File: src/rtl/m_ifetch_pkg.sv
// Shared types and constants for the instruction fetch unit.
// Contents:
//   state_t  fetch FSM states (IDLE, BUS, DRAIN)
//   NOP      instruction word substituted for a faulted fetch
//   entry_t  FIFO entry {instr, pc, fault}
package m_ifetch_pkg;

  typedef enum logic [1:0] {
    IDLE,
    BUS,
    DRAIN
  } state_t;

  localparam logic [31:0] NOP = 32'h0000_0013;

  typedef struct packed {
    logic [31:0] instr;
    logic [31:0] pc;
    logic        fault;
  } entry_t;

endpackage

File: src/rtl/m_ifetch_fifo.sv
// DEPTH-entry synchronous FIFO buffering fetched instruction words.
// Ports:
//   clk, rst_n  clock, asynchronous active-low reset
//   push, din   write an entry (ignored while flush is high)
//   pop         retire the head entry (ignored while flush is high)
//   flush       empty the FIFO; wins over push and pop
//   count       number of valid entries
//   head        registered head entry, stable until popped
module m_ifetch_fifo
  import m_ifetch_pkg::*;
#(
  parameter int unsigned DEPTH = 2
) (
  input  logic                   clk,
  input  logic                   rst_n,
  input  logic                   push,
  input  entry_t                 din,
  input  logic                   pop,
  input  logic                   flush,
  output logic [$clog2(DEPTH):0] count,
  output entry_t                 head
);

  localparam int unsigned PW = $clog2(DEPTH);
  localparam int unsigned CW = PW + 1;

  entry_t          mem [DEPTH];
  logic [PW-1:0]   wr_ptr;
  logic [PW-1:0]   rd_ptr;

  always_ff @(posedge clk or negedge rst_n) begin
    if (!rst_n) begin
      for (int unsigned i = 0; i < DEPTH; i++) mem[i] <= '0;
      wr_ptr <= '0;
      rd_ptr <= '0;
      count  <= '0;
    end else if (flush) begin
      wr_ptr <= '0;
      rd_ptr <= '0;
      count  <= '0;
    end else begin
      if (push) begin
        mem[wr_ptr] <= din;
        wr_ptr      <= wr_ptr + PW'(1);
      end
      if (pop) rd_ptr <= rd_ptr + PW'(1);
      // push and pop together (also legal when full) leave count unchanged
      if (push && !pop)      count <= count + CW'(1);
      else if (pop && !push) count <= count - CW'(1);
    end
  end

  assign head = mem[rd_ptr];

endmodule

File: src/rtl/m_ifetch.sv
// Instruction fetch unit: Wishbone-classic reads at a sequential PC, words
// buffered in a small FIFO and handed to the core over valid/ready.
// A redirect flushes the buffer and restarts fetch at redirect_pc.
// Optional feature macro: M_IFETCH_BUSERR_EN adds wb_err_i; an errored
// fetch delivers a NOP flagged with instr_fault and halts fetch until the
// next redirect.
// Ports:
//   clk, rst_n               clock, asynchronous active-low reset
//   redirect, redirect_pc    flush and restart fetch (pc bits [1:0] forced 0)
//   wb_cyc_o, wb_stb_o       bus cycle / strobe (identical, classic)
//   wb_adr_o                 word-aligned read address
//   wb_ack_i, wb_dat_i       read termination and data
//   wb_err_i                 bus error (only with M_IFETCH_BUSERR_EN)
//   instr_valid, instr_ready head-word handshake
//   instr, instr_pc          head word and its address
//   instr_fault              head word came from an errored access
module m_ifetch
  import m_ifetch_pkg::*;
#(
  parameter int unsigned DEPTH    = 2,
  parameter logic [31:0] RESET_PC = 32'h0000_0000
) (
  input  logic        clk,
  input  logic        rst_n,
  input  logic        redirect,
  input  logic [31:0] redirect_pc,
  output logic        wb_cyc_o,
  output logic        wb_stb_o,
  output logic [31:0] wb_adr_o,
  input  logic        wb_ack_i,
  input  logic [31:0] wb_dat_i,
`ifdef M_IFETCH_BUSERR_EN
  input  logic        wb_err_i,
`endif
  output logic        instr_valid,
  input  logic        instr_ready,
  output logic [31:0] instr,
  output logic [31:0] instr_pc,
  output logic        instr_fault
);

  localparam int unsigned CW = $clog2(DEPTH) + 1;

  state_t          state_q;
  state_t          state_d;
  logic [31:0]     pc_q;
  logic [31:0]     adr_q;
  logic            halt_q;
  logic            bus_err;
  logic            push;
  logic            pop;
  entry_t          push_entry;
  entry_t          head;
  logic [CW-1:0]   count;

`ifdef M_IFETCH_BUSERR_EN
  assign bus_err = wb_err_i;
`else
  assign bus_err = 1'b0;
`endif

  always_comb begin
    state_d    = state_q;
    push       = 1'b0;
    push_entry = '{instr: wb_dat_i, pc: adr_q, fault: 1'b0};
    case (state_q)
      IDLE: begin
        // issue only with a free slot, so a later push can never overflow
        if (!redirect && !halt_q && count < CW'(DEPTH)) state_d = BUS;
      end
      BUS: begin
        if (wb_ack_i || bus_err) begin
          state_d = IDLE;
          push    = !redirect;
          if (bus_err) begin
            push_entry.instr = NOP;
            push_entry.fault = 1'b1;
          end
        end else if (redirect) begin
          // classic bus cannot abort: wait out the cycle and drop its data
          state_d = DRAIN;
        end
      end
      DRAIN: begin
        if (wb_ack_i || bus_err) state_d = IDLE;
      end
      default: state_d = IDLE;
    endcase
  end

  always_ff @(posedge clk or negedge rst_n) begin
    if (!rst_n) begin
      state_q <= IDLE;
      pc_q    <= RESET_PC;
      adr_q   <= RESET_PC;
      halt_q  <= 1'b0;
    end else begin
      state_q <= state_d;
      if (state_q == IDLE && state_d == BUS) adr_q <= pc_q;
      if (redirect) begin
        pc_q   <= redirect_pc & ~32'h0000_0003;
        halt_q <= 1'b0;
      end else if (push) begin
        pc_q <= pc_q + 32'd4;
        if (bus_err) halt_q <= 1'b1;
      end
    end
  end

  assign pop = instr_valid && instr_ready && !redirect;

  m_ifetch_fifo #(
    .DEPTH (DEPTH)
  ) u_fifo (
    .clk   (clk),
    .rst_n (rst_n),
    .push  (push),
    .din   (push_entry),
    .pop   (pop),
    .flush (redirect),
    .count (count),
    .head  (head)
  );

  assign wb_cyc_o    = (state_q != IDLE);
  assign wb_stb_o    = wb_cyc_o;
  assign wb_adr_o    = adr_q;
  assign instr_valid = (count != '0);
  assign instr       = head.instr;
  assign instr_pc    = head.pc;
  assign instr_fault = head.fault;

endmodule

File: config.mk
export PLATFORM = sky130hd
export DESIGN_NAME = m_ifetch
export DESIGN_NICKNAME = d
export VERILOG_FILES = /design/src/rtl/m_ifetch_pkg.sv /design/src/rtl/m_ifetch_fifo.sv /design/src/rtl/m_ifetch.sv
export SDC_FILE = /design/constraint.sdc
export NUM_CORES = 1
export LEC_CHECK = 0
export CORE_AREA = 5 5 135 137
export CTS_BUF_LIST = sky130_fd_sc_hd__clkbuf_8
export DETAILED_ROUTE_END_ITERATION = 16
export DIE_AREA = 0 0 140 142
export GPL_TIMING_DRIVEN = 0
export PLACE_DENSITY = 0.83
export SYNTH_ARGS = -nofsm -noshare
export SYNTH_HDL_FRONTEND = slang
export SYNTH_HIERARCHICAL = 1
export SYNTH_SLANG_ARGS = --single-unit
export TNS_END_PERCENT = 20
File: constraint.sdc
create_clock -name clk -period 2 [get_ports clk]
set_input_delay 0.4 -clock clk [delete_from_list [all_inputs] [get_ports clk]]
set_output_delay 0.4 -clock clk [all_outputs]
set_load 0.05 [all_outputs]
==> results.yml <==
final_layout:
  regArea_um2: 4910
  nFillCells: 1172
  syn2layout_area_growth_pct: 31.4
  fin_cells: 1083
  num-nets-final: 916
  drive_above_1_share_pct: 34.7
  multi_input_area_um2: 3800
  antennaDiodeCount: 0
placement:
  io_buffers: 164
  place_congestion: 0.896
  dpl.hpwl_um: 15200
  dp.cells: 1042
sta:
  rsz0062_at_grt: "yes"
  worst_pin_slew_ns: 0.692
  setup_viol: 70
  period_needed_ns: 2.16
  skew_ns: 0.0119
  relSlewSlack_pct: 53.9
  slew_viol_final: 0
  setup_ws_ns: -0.158
  fin_crit_sh_pct: 108
  fmax_mhz: 463
  hold_viol_final: 0
clock_tree:
  clockBufferDepth: 2
  clock_latency_ns: 0.46
  clkSinkCount: 196
  cts_buffers: 17
  htreeDepth: 4
  clkSlewWorstSetupHoldPaths_ns: 0.09
  cts_tree: "yes"
  root_buffer: "clkbuf_8"
floorplanning:
  rows: 48
  dieArea_um2: 19900
  start_util_pct: 52.4
  die_height_um: 142
  ioPinCount: 169
  dieWidth_um: 140
  coreArea_um2: 16900
global_routing:
  grt_overflow: 0
  grt_pass1_wl_um: 35000
  use_met3_pct: 5.44
  antenna_found_initial: 0
  track_usage_pct: 22.1
  use_met2_pct: 37.4
  grt_pass1_vias: 6541
  top_usage_layer: "met2"
  grt_use_met1_pct: 29.3
  grt_max_degree: 104
critical_path:
  start_kind: "flop"
  cp.required_ns: 1.60
  r2r_slack_ns: -0.03
  critPathMaxStageDelay_ns: 0.44
  worstPathCellList: "buf_8, bufbuf_16, mux2_4, buf_8"
  crit_buf_inv: 3
  critPathTopFamily: "buffers and inverters"
  crit_slowest_cell: "dfrtp_2"
  crit_path_frequent_cell: "buf_8"
  critical_path_class: "reg2out"
  critPathCaptureType: "output port"
  cp.arrival_ns: 1.76
  cp_max_fo: 5
yosys:
  ys.flop_type: "dfrtp_1"
  synth_top_area_cell: "dfrtp_1"
  synthArstFlopShare_pct: 100
  yosysSeqAreaShare_pct: 55.2
  yosysTopAreaCellShare_pct: 55.2
  ys_warn_count: 6
  synth_area_um2: 8880
  synth_edf_count: 0
  synthDistinctLibCells: 46
  synth.avg_cell_area_um2: 13.8
  syn_inst: 645
  ys_ff_latch: 196
  synth_area_leaders: "dfrtp_1 55%, mux2_2 16%, mux2_1 13%"
power:
  total_power_mw: 14.4
  power_density_nw_per_um2: 1230
  ir_drop_v: 0.000908
  cellLeakagePower_nw: 5.27
routing:
  drtIter0Drc: 419
  drc_errors: 0
  firstDrtPassIters: 5
  vias: 6108
  drt_wl_total_um: 21600
  routed_via_density: 5.64
  wl_per_cell_um: 20.0
  ant_nets: 0
run:
  maxCapViolCount: 0
outcome:
  violations: "setup timing"
  outcome: "finished with violations"
hold_path:
  hold_class: "in2reg"
synth_stat cells (all sizes together), types with 3 or more instances:
| cell type | count |
|---|---|
| nand4 | 8 |
| o31ai | 14 |
| nand3 | 10 |
| o311ai | 3 |
| nor4 | 3 |
| o21ai | 11 |
| xnor2 | 4 |
| xor2 | 7 |
| nor3b | 3 |
| mux2 | 226 |
| clkbuf | 10 |
| or4 | 13 |
| dfrtp | 196 |
| nor2b | 3 |
| nand2 | 26 |
| a31oi | 15 |
| nor2 | 24 |
| and4 | 5 |
| and3 | 6 |
| buf | 30 |
path summary, 6_finish.rpt:
path / startpoint / to / depth (start not counted)
setup / recovery: u_fifo/rd_ptr / instr[21] / 4
hold / removal: redirect / u_fifo/rd_ptr / 2
setup reg to reg: state_q[1] / pc_q[17] / 6
hold reg to reg: u_fifo/mem[120] / u_fifo/mem[120] / 1
max in group asynchronous: rst_n / pc_q[5] / 3
min in group asynchronous: rst_n / u_fifo/mem[123] / 2
cell type report:
type	count	area share (%)
Buffer	40	3.61
Clock buffer	17	2.00
Clock inverter	14	1.20
Inverter	3	0.0965
Multi-Input combinational cell	413	32.5
Sequential cell	196	42.1
Tap cell	225	2.41
Timing Repair Buffer	175	16.1
metrics by stage:
stage / TNS, ns / area (um^2) / utilization, % / hold slack, ns / setup WS (ns)
finish: -7.68 / 11700 / 68.9 / 0.464 / -0.158
global route: -14.65 / 11700 / 68.9 / 0.453 / -0.232
CTS: -8.25 / 11500 / 68.2 / 0.426 / -0.163
detailed placement: -137.55 / 10900 / 64.1 / 0.469 / -0.763
global placement: -1503.65 / 10800 / 64.0 / 0.463 / -7.04
floorplan: 0 / 8910 / - / 0.104 / 0.120
registers in the layout, summed over array words and instances, names as in the netlist:
name	count
u_fifo/count	2
state_q	2
u_fifo/wr_ptr	1
u_fifo/mem	130
wb_adr_o	30
u_fifo/rd_ptr	1
pc_q	30
cell families after synthesis:
family | share of synthesized area [%]
multiplexers | 28.8
flip-flops | 55.2
AND/OR/NAND/NOR | 7.16
AO/OA/AOI/OAI | 4.09
buffers and inverters | 3.51
XOR/XNOR | 1.08
adder cells (fa/ha/maj) | 0.141
other | 0.0422
placed cells by master, fill, tap and decap left out, drive strengths merged, types with 6 or more instances in the layout:
master         instances
inv                    6
nand3                 10
mux2                 226
xor2                   7
clkdlybuf4s50         64
dlygate4sd2           33
or4                   13
nor2                  24
a31oi                 15
nand2                 26
o31ai                 14
clkinv                 6
clkbuf                27
nand4                  8
buf                  105
conb                   8
and3                   6
dfrtp                196
o21ai                 11
where the power goes:
| group | switching, mW | total, mW | internal [mW] | leakage, nW |
|---|---|---|---|---|
| Combinational | 3.86 | 6.48 | 2.62 | 2.63 |
| Clock | 1.33 | 2.43 | 1.10 | 0.191 |
| Sequential | 0.613 | 5.48 | 4.87 | 2.46 |
| Total | 5.81 | 14.4 | 8.59 | 5.27 |
layer usage:
metal,up-vias,routed length (um)
li1,2761,-
met1,3090,9420
met2,230,10600
met3,27,1280
met4,0,333
met5,-,0
worst register-to-register path, delay by kind of cell (launching register included):
kind / cells / cell delay [ns]
simple gates: 4 / 1.10
buf+inv: 2 / 0.43
flops: 1 / 0.45
timing repair:
action,in CTS,in global routing
endpoints found under the hold margin,93,0
cloned,2,0
hold buffers,1,0
endpoints found under the setup margin,240,157
buffers inserted,6,1
resized for setup,527,32
pin swaps,0,1
No activity file was read; power rests on OpenSTA's default activity.
